### src/rtl/dmem_arb_pkg.sv
// Shared encodings for the data-memory arbiter: read-owner tags, arbiter states
// and the width of the starvation/burst counters.
package dmem_arb_pkg;

    localparam int CNT_W = 4;

    typedef enum logic [1:0] {
        OWN_NONE = 2'd0,
        OWN_CPU  = 2'd1,
        OWN_DMA  = 2'd2
    } owner_e;

    typedef enum logic {
        ARB_CPU   = 1'b0,
        ARB_BURST = 1'b1
    } arb_state_e;

endpackage

### src/rtl/arb_sat_counter.sv
// 4-bit saturating counter: clear wins over increment, and the count stops at
// limit_i instead of wrapping.
module arb_sat_counter
    import dmem_arb_pkg::*;
(
    input  logic             clk_i,
    input  logic             rst_i,
    input  logic             clear_i,
    input  logic             inc_i,
    input  logic [CNT_W-1:0] limit_i,
    output logic [CNT_W-1:0] cnt_o
);

    logic [CNT_W-1:0] cnt_q, cnt_d;

    always_comb begin
        cnt_d = cnt_q;
        if (clear_i) begin
            cnt_d = '0;
        end else if (inc_i && (cnt_q < limit_i)) begin
            cnt_d = cnt_q + 1'b1;
        end
    end

    always_ff @(posedge clk_i or posedge rst_i) begin
        if (rst_i) begin
            cnt_q <= '0;
        end else begin
            cnt_q <= cnt_d;
        end
    end

    assign cnt_o = cnt_q;

endmodule

### src/rtl/dmem_arbiter.sv
// Shares the single data-memory port between the CPU memory stage and the DMA
// streamer, with bounded starvation both ways and one-cycle read-return routing.
module dmem_arbiter
    import dmem_arb_pkg::*;
#(
    parameter int STARVE_LIMIT = 4,
    parameter int MAX_BURST    = 8
) (
    input  logic        clock,
    input  logic        reset,
    input  logic        cpu_req,
    input  logic        cpu_wren,
    input  logic [31:0] cpu_addr,
    input  logic [31:0] cpu_data,
    output logic        cpu_wait,
    output logic [31:0] cpu_q,
    output logic        cpu_qvalid,
    input  logic        dma_req,
    input  logic        dma_lock,
    input  logic        dma_wren,
    input  logic [31:0] dma_addr,
    input  logic [31:0] dma_data,
    output logic        dma_gnt,
    output logic [31:0] dma_q,
    output logic        dma_qvalid,
    output logic [31:0] mem_addr,
    output logic [31:0] mem_data,
    output logic        mem_wren,
    input  logic [31:0] mem_q
);

    localparam logic [CNT_W-1:0] STARVE_LIM = CNT_W'(STARVE_LIMIT);
    localparam logic [CNT_W-1:0] BURST_LIM  = CNT_W'(MAX_BURST);

    arb_state_e       state_q, state_d;
    owner_e           rd_owner_q, rd_owner_d;
    logic [CNT_W-1:0] starve_cnt, burst_cnt;
    logic             cpu_gnt, dma_gnt_c;
    logic             starve_clr, starve_inc, burst_clr, burst_inc, max_exit;

    arb_sat_counter u_starve_cnt (
        .clk_i   (clock),
        .rst_i   (reset),
        .clear_i (starve_clr),
        .inc_i   (starve_inc),
        .limit_i (STARVE_LIM),
        .cnt_o   (starve_cnt)
    );

    arb_sat_counter u_burst_cnt (
        .clk_i   (clock),
        .rst_i   (reset),
        .clear_i (burst_clr),
        .inc_i   (burst_inc),
        .limit_i (BURST_LIM),
        .cnt_o   (burst_cnt)
    );

    always_ff @(posedge clock or posedge reset) begin
        if (reset) begin
            state_q    <= ARB_CPU;
            rd_owner_q <= OWN_NONE;
        end else begin
            state_q    <= state_d;
            rd_owner_q <= rd_owner_d;
        end
    end

    always_comb begin
        state_d   = state_q;
        cpu_gnt   = 1'b0;
        dma_gnt_c = 1'b0;
        burst_clr = 1'b0;
        burst_inc = 1'b0;
        max_exit  = 1'b0;
        case (state_q)
            ARB_CPU: begin
                if (dma_req && (!cpu_req || (starve_cnt == STARVE_LIM))) begin
                    dma_gnt_c = 1'b1;
                end else if (cpu_req) begin
                    cpu_gnt = 1'b1;
                end
                // burst_cnt sits at 0 in ARB_CPU, so the entry grant loads it with 1
                if (dma_gnt_c && dma_lock) begin
                    state_d   = ARB_BURST;
                    burst_inc = 1'b1;
                end else begin
                    burst_clr = 1'b1;
                end
            end
            ARB_BURST: begin
                if (dma_req && dma_lock && (burst_cnt < BURST_LIM)) begin
                    dma_gnt_c = 1'b1;
                    burst_inc = 1'b1;
                end else begin
                    state_d   = ARB_CPU;
                    burst_clr = 1'b1;
                    max_exit  = (burst_cnt == BURST_LIM);
                    if (cpu_req) begin
                        cpu_gnt = 1'b1;
                    end else if (dma_req) begin
                        dma_gnt_c = 1'b1;
                    end
                end
            end
        endcase
        // a forced CPU cycle after a full burst must not count against the DMA
        starve_clr = dma_gnt_c || !dma_req || max_exit;
        starve_inc = dma_req && !dma_gnt_c;
    end

    always_comb begin
        mem_addr = '0;
        mem_data = '0;
        mem_wren = 1'b0;
        if (cpu_gnt) begin
            mem_addr = cpu_addr;
            mem_data = cpu_data;
            mem_wren = cpu_wren;
        end else if (dma_gnt_c) begin
            mem_addr = dma_addr;
            mem_data = dma_data;
            mem_wren = dma_wren;
        end
    end

    always_comb begin
        rd_owner_d = OWN_NONE;
        if (cpu_gnt && !cpu_wren) begin
            rd_owner_d = OWN_CPU;
        end else if (dma_gnt_c && !dma_wren) begin
            rd_owner_d = OWN_DMA;
        end
    end

    assign cpu_wait   = !reset && cpu_req && !cpu_gnt;
    assign dma_gnt    = !reset && dma_gnt_c;
    assign cpu_qvalid = (rd_owner_q == OWN_CPU);
    assign dma_qvalid = (rd_owner_q == OWN_DMA);
    assign cpu_q      = cpu_qvalid ? mem_q : '0;
    assign dma_q      = dma_qvalid ? mem_q : '0;

endmodule

### config.mk
export PLATFORM = sky130hd
export DESIGN_NAME = dmem_arbiter
export DESIGN_NICKNAME = d
export VERILOG_FILES = /design/src/rtl/dmem_arb_pkg.sv /design/src/rtl/arb_sat_counter.sv /design/src/rtl/dmem_arbiter.sv
export SDC_FILE = /design/constraint.sdc
export NUM_CORES = 1
export LEC_CHECK = 0
export ABC_AREA = 1
export CAP_MARGIN = 25
export CORE_AREA = 2 2 115 117
export DETAILED_ROUTE_END_ITERATION = 12
export DIE_AREA = 0 0 117 119
export GPL_ROUTABILITY_DRIVEN = 0
export GPL_TIMING_DRIVEN = 0
export PLACE_DENSITY = 0.63
export REMOVE_ABC_BUFFERS = 1
export SKIP_LAST_GASP = 1
export SLEW_MARGIN = 20
export SYNTH_ARGS = -nofsm -noshare
export SYNTH_HDL_FRONTEND = slang
export SYNTH_SLANG_ARGS = --single-unit
### constraint.sdc
create_clock -name clock -period 3.2 [get_ports clock]
set_input_delay 0.64 -clock clock [delete_from_list [all_inputs] [get_ports clock]]
set_output_delay 0.64 -clock clock [all_outputs]
set_load 0.005 [all_outputs]
-- After elaboration in Yosys (flattened, before gate mapping)
Index checks and enable logic that the tools add are counted.
- word-level logic and storage cells: 69
- register bits after elaboration: 11
- bits of input ports: 167
- bitwise gates (word level): 1
- reductions and logical operators: 24
- add/sub/neg operators: 2
- equal/unequal tests: 4
- $lt $le $gt $ge: 2
- mux-type cells: 32
- operators with widths (kind ; count):
    $mux 32 ; 6
    $mux 1 ; 16
    $mux 4 ; 4
    $logic_and 1x1->1 ; 12
    $add 4x1->4 const B ; 2
    $pmux 1 s2 ; 4
    $logic_not 1->1 ; 7
    $eq 4x3->1 const B ; 1
    $eq 4x4->1 const B ; 1
    $lt 4x3->1 const B ; 1
    $lt 4x4->1 const B ; 1
    $mux 2 ; 2
    $reduce_bool 2->1 ; 2
    $logic_or 1x1->1 ; 3
    $eq 2x1->1 const B ; 1
    $eq 2x2->1 const B ; 1
    $not 1->1 ; 1

-- Logic depth before layout (Yosys ltp)
Gate-level depths: netlist of the first run.
- word-level depth: 11
- depth in mapped cells: 12

-- Cells and area by module
Synthesis of the first run repeated with hierarchy kept, for this count alone.
- cell total of the unflattened synthesis: 447
- area, all modules: 2289.7 µm²
- modules (own cells, without submodules) (module ; sequential area each (µm²) ; area each (µm²) ; cells an instance ; times used):
    dmem_arbiter ; 75.1 ; 1634.1 ; 361 ; 1
    arb_sat_counter ; 100.1 ; 327.8 ; 43 ; 2

-- Least setup slack after synthesis of the first run
Ideal clock, no wire load.
- path type: in2out
- from: input cpu_req
- to: output mem_addr[0]
- arrival: 1.515 ns
- setup slack: 1.045 ns
- stages: 11
- data required time: 2.560 ns
- path through: inv_2 -> nand2_1 -> nand2_1 -> nor2_2 -> inv_1 -> nand2_2 -> inv_2 -> buf_6 -> buf_6 -> nand2_1 -> nand2_1
- longest elaborated chain between the ends: 8
- elaborated cells on any way between the ends: 14
- ends and longest elaborated chain (what ; line ; RTL):
    start, declared ; dmem_arbiter.sv:11 ; input logic cpu_req,
    $logic_not 1->1 ; dmem_arbiter.sv:78 ; if (dma_req && (!cpu_req || (starve_cnt == STARVE_LIM))) begin
    $logic_or 1x1->1 ; dmem_arbiter.sv:78 ;
    $logic_and 1x1->1 ; dmem_arbiter.sv:78 ;
    $mux 1 ; dmem_arbiter.sv:78 ;
    $mux 1 ; dmem_arbiter.sv:76 ; case (state_q)
    $pmux 1 s2 ; dmem_arbiter.sv:76 ;
    $mux 32 ; dmem_arbiter.sv:120 ; end else if (dma_gnt_c) begin
    $mux 32 * ; dmem_arbiter.sv:116 ; if (cpu_gnt) begin
    end, declared ; dmem_arbiter.sv:26 ; output logic [31:0] mem_addr,
Every way passes the cells marked *; elsewhere a longest branch is shown, timed or not. The select of a mux whose other input is x is not followed.

-- Worst setup path after layout of the first run
- from: input cpu_req
- to: output mem_data[28]
- longest elaborated chain between the ends: 8
- elaborated cells on any way between the ends: 14
- ends and longest elaborated chain (what ; line ; RTL):
    $logic_not 1->1 ; dmem_arbiter.sv:78 ;
    $logic_or 1x1->1 ; dmem_arbiter.sv:78 ;
    $logic_and 1x1->1 ; dmem_arbiter.sv:78 ;
    $mux 1 ; dmem_arbiter.sv:78 ;
    $mux 1 ; dmem_arbiter.sv:76 ;
    $pmux 1 s2 ; dmem_arbiter.sv:76 ;
    $mux 32 ; dmem_arbiter.sv:120 ;
    $mux 32 * ; dmem_arbiter.sv:116 ;
    end, declared ; dmem_arbiter.sv:27 ; output logic [31:0] mem_data,
Marked as above.

==> impl_metrics.env, run 1 <==
export IMPL_status="finished with violations"
export IMPL_violations="negative setup slack"
export IMPL_drt_iter0_drc=109
export IMPL_clk_pin_slew_worst_paths_ns=0.04
export IMPL_htreeDepth=1
export IMPL_cp_end_kind="primary output"
export IMPL_synth_distinct_cells=19
export IMPL_drt_wl_total_um=11500
export IMPL_clock_fmax_ghz=0.311
export IMPL_start_util=0.145
export IMPL_cts_sinks=11
export IMPL_skew_ns=0.000669
export IMPL_overflow=0
export IMPL_yosysSeqAreaShare=0.148
export IMPL_syn_to_final_growth_pct=194
export IMPL_ys_warn_count=0
export IMPL_cts_hold_buffers_added=0
export IMPL_hold_violations=0
export IMPL_grt_pass1_vias=3021
export IMPL_synth_area_per_cell_um2=4.81
export IMPL_grt_max_degree=33
export IMPL_core_um2=12900
export IMPL_cap_viol_max_count=0
export IMPL_die_w_um=117
export IMPL_finalSetupViolCount=4
export IMPL_cts_made_buffers=3
export IMPL_p_leak_nw=2.95
export IMPL_hpwl_um=8640
export IMPL_grt_setup_unrepaired="true"
export IMPL_syn_area_um2=1860
export IMPL_io_pins=300
export IMPL_drc_errors=0
export IMPL_ys_ff_latch=11
export IMPL_fin_crit_ns=3.21
export IMPL_relSlewSlack=0.352
export IMPL_worst_pin_slew_ns=0.970
export IMPL_ant_nets=0
export IMPL_cts_root_buf="clkbuf_16"
export IMPL_dp_cells=845
export IMPL_dieHeight_um=119
export IMPL_drv_slew=0
export IMPL_required_ns=2.56
export IMPL_diodes=0
export IMPL_power_density_nw_per_um2=263
export IMPL_drive_above_1_share=0.0728
export IMPL_path_max_fanout=12
export IMPL_antenna_found_initial=0
export IMPL_regArea_um2=275
export IMPL_postSynthCellCount=387
export IMPL_dr_total_vias=3331
export IMPL_wire_per_inst_um=13.1
export IMPL_crit_type="input port to primary output"
export IMPL_die_area_um2=13900
export IMPL_cts_tree="yes"
export IMPL_whs_ns=0.534
export IMPL_grtUsageTotal=0.144
export IMPL_multi_input_area_um2=1270
export IMPL_start_kind="input port"
export IMPL_timing_final_crit_share=1.00
export IMPL_routed_via_density=3.80
export IMPL_ir_drop_mv=0.201
export IMPL_fin_ws_ns=-0.0138
export IMPL_drt_pass1_iter_count=5
export IMPL_nets=873
export IMPL_worstPathArrival_ns=2.57
export IMPL_fill_cells=1334
export IMPL_fin_setup_tns_ns=-0.0333
export IMPL_hp_class="flip-flop to flip-flop"
export IMPL_clk_path_buf_depth=2
export IMPL_port_buffer_count=299
export IMPL_dp_slack_ns=-0.637
export IMPL_rows=42
export IMPL_clkLatencyLatePin_ns=0.24
export IMPL_grt_pass1_wl_um=15900
export IMPL_finalNonFillerCells=877
## Yosys cell counts, drive strengths merged
library cell	number	share of area
dfrtp	11	0.15
clkbuf	6	0.012
buf	14	0.078
or2	1	0.0034
nand2	207	0.42
nor4	1	0.0034
xor2	1	0.0047
nor3	1	0.0027
inv	49	0.099
ha	4	0.027
nand3	4	0.011
nor2	79	0.17
nand4	5	0.017
a21oi	4	0.011
## stage by stage
step	utilization	instance area [um2]	total power [mW]
after floorplan	-	1700	0.443
after global placement	0.381	4910	1.08
after detailed placement	0.386	4970	1.09
after CTS	0.411	5290	1.42
after global routing	0.425	5470	1.55
final	0.425	5470	1.44
## cell families (layout without fill, tap and decap cells)
| group | Yosys count | after routing | share of synthesized area |
|---|---|---|---|
| AOI/OAI and AO/OA | 4 | 4 | 0.0107 |
| xor gates and xnor gates | 1 | 1 | 0.00470 |
| adders and majority gates | 4 | 4 | 0.0269 |
| buffers and inverters | 69 | 382 | 0.189 |
| DFF | 11 | 11 | 0.148 |
| and+or+nand+nor | 298 | 299 | 0.621 |
## worst paths after layout
kind	depth (start not counted)	startpoint	slack (ns)	end
max in group asynchronous	2	reset	2.12	u_burst_cnt.cnt_o[2]
min reg2reg	2	u_starve_cnt.cnt_o[3]	0.53	u_starve_cnt.cnt_o[3]
max reg2reg	11	u_starve_cnt.cnt_o[0]	1.52	u_starve_cnt.cnt_o[2]
min	2	u_starve_cnt.cnt_o[3]	0.53	u_starve_cnt.cnt_o[3]
max	12	cpu_req	-0.01	mem_data[28]
min in group asynchronous	2	reset	0.78	u_burst_cnt.cnt_o[1]
## report_power, final
group	total, mW	switching (mW)	internal [mW]
clock network	0.232	0.0643	0.168
registers	0.159	0.00825	0.151
logic	1.05	0.421	0.629
total	1.44	0.494	0.947
## critical path: stages
cell and delay, ns:
clkdlybuf4s50_1 0.48, inv_2 0.05, nand2_2 0.06, nand2_2 0.06
nor2_4 0.14, nor2_4 0.08, nor2_4 0.11, buf_12 0.16
buf_12 0.14, nand2_1 0.05, nand2_1 0.08, clkdlybuf4s50_1 0.50
## placed cells by master (no fill, tap or decap), types with 2 or more instances in the layout
cell             synthesis  layout
buf_16                   0       2
inv_1                   47      47
nand4_1                  5       5
nand3_1                  4       4
nor2_1                  76      73
nand2_2                  1       2
clkbuf_16                0       5
a21oi_1                  4       4
ha_1                     4       4
clkdlybuf4s50_1          0     246
nor2_2                   2       3
clkdlybuf4s15_1          0       3
buf_12                   0       7
dlymetal6s2s_1           0      25
dfrtp_1                 11      11
dlygate4sd2_1            0      20
clkbuf_2                 0       5
buf_4                    0      15
nor2_4                   1       4
nand2_1                206     204
## repair_timing
action,CTS,global route
endpoints found under the setup margin,65,57
pin swaps,5,1
gates cloned,5,2
setup buffers,14,7
gates resized for setup,41,46
## registers in the layout, summed over array words and instances, names as in the netlist
signal and count:
rd_owner_q 2, state_q 1, u_starve_cnt.cnt_o 4, u_burst_cnt.cnt_o 4
## per-layer routing
metal / wire, um / global-route usage / part of all wire / up-vias
li1: - / - / - / 1750
met1: 4550 / 0.167 / 0.40 / 1421
met2: 5780 / 0.266 / 0.50 / 153
met3: 1090 / 0.0387 / 0.095 / 7
met4: 97 / 0.0206 / 0.0084 / 0
met5: 0 / 0 / 0 / -
## area by class of cell
class | count | share of cell area
repair buffers | 328 | 0.625
well taps | 176 | 0.0402
clock buffers | 4 | 0.0144
repair inverters | 1 | 0.00160
multi-input cells | 308 | 0.233
flip-flops and latches | 11 | 0.0503
inverters | 49 | 0.0350
(Power assumes the default switching activity.)
==> inputs of run 2 (changes only) <==
Settings changed: DONT_BUFFER_PORTS from default to 1, PLACE_DENSITY 0.63 to 0.32.
==> impl_metrics.env, run 2 (same netlist as run 1, synthesis figures left out) <==
export IMPL_final_common_cell="nand2_1"
export IMPL_required_ns=2.56
export IMPL_grt_max_degree=66
export IMPL_grt_setup_unrepaired="false"
export IMPL_path_max_fanout=42
export IMPL_drt_iter0_drc=147
export IMPL_drv_slew=0
export IMPL_port_buffer_count=0
export IMPL_p_switching_mw=0.356
export IMPL_cts_tree="yes"
export IMPL_worstReg2RegStart="u_starve_cnt.cnt_o[0]"
export IMPL_start_kind="flip-flop"
export IMPL_pwr_share_comb=0.497
export IMPL_htreeDepth=1
export IMPL_layout_common_cells="nand2_1 (205), nor2_1 (76), inv_1 (47), dfrtp_1 (11), nand4_1 (5)"
export IMPL_drt_pass1_iter_count=4
export IMPL_netSwitchingFraction=0.457
export IMPL_nets=546
export IMPL_cts_resized=0
export IMPL_ant_nets=0
export IMPL_wire_per_inst_um=13.9
export IMPL_critPathLaunch="u_starve_cnt.cnt_o[0]"
export IMPL_crit_chain="inv_1 > ha_1 > nand2_1 > nor2_1 > nor2_2 > nor2_4 > nor2_4 > buf_12 > nand2_1 > nand2_1"
export IMPL_cpPeakStageDelay_ns=0.43
export IMPL_die_area_um2=13900
export IMPL_finalSetupViolCount=0
export IMPL_clock_fmax_ghz=0.355
export IMPL_clk_path_buf_depth=2
export IMPL_dp_cells=544
export IMPL_relSlewSlack=0.604
export IMPL_critPathTopFamily="simple AND/OR/NAND/NOR gates"
export IMPL_grt_pass1_vias=1741
export IMPL_rows=42
export IMPL_hpwl_um=6530
export IMPL_finalNonFillerCells=550
export IMPL_timing_critical_path_mode_cell="nand2_1"
export IMPL_syn_to_final_growth_pct=10.4
export IMPL_cts_setup_buffers=0
export IMPL_fin_crit_ns=2.82
export IMPL_cts_root_buf="clkbuf_16"
export IMPL_io_pins=300
export IMPL_path_buf_inv=2
export IMPL_hold_violations=0
export IMPL_worstPathArrival_ns=2.18
export IMPL_hp_class="input port to asynchronous set/reset pin"
export IMPL_cts_made_buffers=3
export IMPL_dieHeight_um=119
export IMPL_cap_viol_max_count=0
export IMPL_power_frac_seq=0.204
export IMPL_crit_type="flip-flop to primary output"
export IMPL_core_um2=12900
export IMPL_dp_slack_ns=0.388
export IMPL_grtUsageTotal=0.0893
export IMPL_cp_end_kind="primary output"
export IMPL_die_w_um=117
export IMPL_p_int_mw=0.424
export IMPL_diodes=0
export IMPL_drc_errors=0
export IMPL_overflow=0
export IMPL_clockPowerShare=0.299
export IMPL_fin_ws_ns=0.382
export IMPL_worst_pin_slew_ns=0.592
export IMPL_clkLatencyLatePin_ns=0.24
export IMPL_cts_hold_buffers_added=0
export IMPL_power_density_nw_per_um2=379
export IMPL_dr_total_vias=2251
export IMPL_drive_above_1_share=0.0374
export IMPL_start_util=0.145
export IMPL_drt_wl_total_um=7620
export IMPL_cts_sinks=11
export IMPL_skew_ns=0.00470
export IMPL_timing_final_crit_share=0.881
export IMPL_grt_pass1_wl_um=9560
export IMPL_antenna_found_initial=0
export IMPL_p_leak_nw=1.25
export IMPL_cpMaxStageDelayCell="nor2_4"
export IMPL_status="complete, no violations"
export IMPL_clk_pin_slew_worst_paths_ns=0.04
export IMPL_ir_drop_mv=0.237
export IMPL_routed_via_density=4.09
[run 2: cell count changes in the layout (fill, tap and decap cells not counted), moves of 5 or more]
cell and delta:
buf_12 -5, buf_4 -15, clkbuf_2 -5, clkdlybuf4s50_1 -246, dlygate4sd2_1 -20, dlymetal6s2s_1 -25
[run 2: final timing paths]
kind	cells after the start	slack, ns	end
setup / recovery	10	0.38	mem_data[9]
hold / removal	1	0.30	u_burst_cnt.cnt_o[0]
setup reg to reg	8	1.76	u_burst_cnt.cnt_o[3]
hold reg to reg	2	0.53	u_starve_cnt.cnt_o[3]
max in group asynchronous	1	2.58	u_starve_cnt.cnt_o[0]
min in group clock	1	0.47	rd_owner_q[1]
[run 2: metal layers]
layer,up-vias,GRT usage,wire length (um)
li1,1092,-,-
met1,1000,0.125,3370
met2,155,0.140,3400
met3,4,0.0219,804
met4,0,0.0154,45
met5,-,0,0
[run 2: final cells by class]
cell class              instances  area (um2)
fillers                      1496       10800
multi-input cells             307        1240
flip-flops and latches         11         275
well taps                     176         220
inverters                      49         184
clock buffers                   4        78.8
repair buffers                  3        55.1
[run 2: per-stage QoR]
step                total power, mW  hold slack (ns)  TNS [ns]  area (um2)   util
finish                        0.780            0.298         0        2060  0.160
global route                  0.857            0.335         0        2060  0.160
CTS                           0.779            0.316         0        2020  0.157
detailed placement            0.541            0.524         0        1940  0.151
global placement              0.535            0.527    -26.83        1920  0.149
floorplan                     0.443            0.492         0        1700      -
[run 2: power by group through the flow]
stage | Combinational (mW) | Sequential, mW | Clock [mW]
final | 0.388 | 0.159 | 0.233
after global routing | 0.453 | 0.160 | 0.244
after CTS | 0.381 | 0.159 | 0.239
after detailed placement | 0.380 | 0.161 | 0
after global placement | 0.374 | 0.161 | 0
after floorplan | 0.285 | 0.158 | 0
==> inputs of run 3 (changes only) <==
Settings changed: CORE_AREA 2 2 115 117 to 2 2 117 119, DIE_AREA 0 0 117 119 to 0 0 119 121, PLACE_DENSITY 0.32 to 0.35, SYNTH_HIERARCHICAL from default to 1.
==> impl_metrics.env, run 3 <==
export IMPL_status="complete, no violations"
export IMPL_syn_to_final_growth_pct=9.40
export IMPL_r2r_slack_ns=0.59
export IMPL_r2r_end="u_burst_cnt/cnt_o[0]"
export IMPL_clkLatencyLatePin_ns=0.24
export IMPL_synth_distinct_cells=22
export IMPL_hold_violations=0
export IMPL_p_switching_mw=0.384
export IMPL_crit_chain="inv_2 > a21oi_1 > nand2_2 > nand2_4 > nand3_1 > nand2_1"
export IMPL_finalNonFillerCells=601
export IMPL_cts_setup_buffers=0
export IMPL_synth_top_cells_by_count="nand3_1 (143), nand2_1 (92), nor2_1 (72)"
export IMPL_htreeDepth=1
export IMPL_timing_final_crit_share=0.908
export IMPL_drt_pass1_iter_count=4
export IMPL_worst_pin_slew_ns=0.905
export IMPL_yosys_top_cells_area="nand3_1 (31%), nand2_1 (15%), dfrtp_1 (12%)"
export IMPL_diodes=0
export IMPL_clk_pin_slew_worst_paths_ns=0.04
export IMPL_postSynthCellCount=447
export IMPL_layout_common_cells="nand3_1 (142), nand2_1 (91), nor2_1 (72), inv_1 (50), dfrtp_1 (11)"
export IMPL_drive_above_1_share=0.0612
export IMPL_synthFlopType="dfrtp_1"
export IMPL_cts_hold_buffers_added=0
export IMPL_rr_worst_depth=10
export IMPL_hp_class="input port to asynchronous set/reset pin"
export IMPL_crit_type="input port to primary output"
export IMPL_grt_pass1_vias=2300
export IMPL_p_int_mw=0.422
export IMPL_rows=42
export IMPL_antenna_found_initial=0
export IMPL_synth_edf_count=0
export IMPL_port_buffer_count=0
export IMPL_ys_async_sr_fraction=1.00
export IMPL_dp_cells=596
export IMPL_path_buf_inv=1
export IMPL_clock_fmax_ghz=0.344
export IMPL_cap_viol_max_count=0
export IMPL_ir_drop_mv=0.240
export IMPL_nets=601
export IMPL_cts_made_buffers=3
export IMPL_drt_iter0_drc=178
export IMPL_worstPathArrival_ns=2.26
export IMPL_dpl_cell_area_um2=2410
export IMPL_netSwitchingFraction=0.476
export IMPL_grtUsageTotal=0.109
export IMPL_cpPeakStageDelay_ns=0.63
export IMPL_relSlewSlack=0.396
export IMPL_ys_warn_count=6
export IMPL_routed_via_density=4.69
export IMPL_overflow=0
export IMPL_synth_area_per_cell_um2=5.12
export IMPL_pwr_share_comb=0.528
export IMPL_finalSetupViolCount=0
export IMPL_cts_sinks=11
export IMPL_final_common_cell="nand3_1"
export IMPL_start_kind="input port"
export IMPL_cts_tree="yes"
export IMPL_path_max_fanout=68
export IMPL_synth_top_area_cell="nand3_1"
export IMPL_fin_setup_tns_ns=0
export IMPL_power_frac_seq=0.192
export IMPL_whs_ns=0.163
export IMPL_cts_root_buf="clkbuf_16"
export IMPL_drv_slew=0
export IMPL_final_design_area_no_fill_um2=2500
export IMPL_worstReg2RegStart="u_starve_cnt/cnt_o[1]"
export IMPL_grt_setup_unrepaired="false"
export IMPL_ant_nets=0
export IMPL_grt_pass1_wl_um=12800
export IMPL_clk_path_buf_depth=2
export IMPL_start_util=0.175
export IMPL_core_um2=13100
export IMPL_dr_total_vias=2820
export IMPL_power_mw=0.806
export IMPL_cts_resized=0
export IMPL_die_w_um=119
export IMPL_synth_top_area_frac=0.313
export IMPL_critPathTopFamily="simple AND/OR/NAND/NOR gates"
export IMPL_cp_end_kind="primary output"
export IMPL_skew_ns=0.00298
export IMPL_io_pins=300
export IMPL_drt_wl_total_um=9380
export IMPL_grt_max_degree=69
export IMPL_p_leak_nw=1.46
export IMPL_wire_per_inst_um=15.6
export IMPL_die_area_um2=14400
export IMPL_dieHeight_um=121
export IMPL_hpwl_um=7610
export IMPL_clockPowerShare=0.280
export IMPL_fin_crit_ns=2.90
export IMPL_syn_area_um2=2290
export IMPL_cpMaxStageDelayCell="nand2_4"
export IMPL_ys_ff_latch=11
export IMPL_drc_errors=0
export IMPL_yosysMostFrequentCell="nand3_1"
export IMPL_power_density_nw_per_um2=322
export IMPL_required_ns=2.56
export IMPL_yosysSeqAreaShare=0.120
run 3: cells by family (layout without fill, tap and decap cells):
kind of cell               count (synthesis)  in the layout  synth area share
buffers and inverters                     93             65             0.168
other                                      2              8           0.00328
and+or+nand+nor                          327            327             0.644
AOI/OAI and AO/OA                          4              4            0.0131
DFF                                       11             11             0.120
xor gates and xnor gates                   2              2           0.00765
adders and majority gates                  8              8            0.0437
run 3: power by group through the flow:
stage / sequential [mW] / combinational, mW / clock [mW]
final: 0.154 / 0.426 / 0.226
after global routing: 0.155 / 0.478 / 0.240
after CTS: 0.155 / 0.423 / 0.232
after detailed placement: 0.157 / 0.422 / 0
after global placement: 0.156 / 0.417 / 0
after floorplan: 0.154 / 0.315 / 0
run 3: worst reg2reg max path, stage by stage (launching register included):
cell     delay (ns)
dfrtp_1        0.44
nor2_1         0.14
nand3_1        0.10
nand2_2        0.39
nand2_4        0.50
nor2_1         0.35
nand2_1        0.10
a21oi_2        0.26
nand2_4        0.10
nand3_1        0.07
nand2_1        0.05
run 3: how the worst max path moves through the flow:
| stage | from | slack, ns | end | depth (start not counted) |
|---|---|---|---|---|
| 2_1_floorplan | cpu_req | -0.49 | cpu_wait | 5 |
| 3_3_place_gp | cpu_req | -1.56 | u_burst_cnt/cnt_o[3] | 10 |
| 3_5_place_dp | cpu_req | 0.35 | mem_data[5] | 6 |
| 4_1_cts | u_starve_cnt/cnt_o[1] | 0.32 | mem_data[5] | 6 |
| 5_1_grt | u_starve_cnt/cnt_o[2] | 0.08 | mem_data[5] | 7 |
| 6_report | cpu_req | 0.30 | mem_data[8] | 6 |
run 3: routing by layer:
layer | GRT usage | part of all wire | vias to the layer above
li1 | - | - | 1380
met3 | 0.0240 | 0.071 | 8
met2 | 0.178 | 0.48 | 130
met1 | 0.149 | 0.44 | 1302
met4 | 0.0216 | 0.011 | 0
met5 | 0 | 0 | -
run 3: stage by stage:
stage / worst slack, ns / utilization
floorplan: -0.488 / -
finish: 0.296 / 0.191
global placement: -1.56 / 0.181
CTS: 0.317 / 0.190
global route: 0.0759 / 0.191
detailed placement: 0.350 / 0.184
run 3: final cells by class:
cell class	instances	area, um2
fill	1537	10600
multi-input combinational	349	1670
sequential	11	275
inverter	59	221
tap	176	220
clock buffer	3	75.1
timing repair buffer	2	35.0
clock inverter	1	5.00
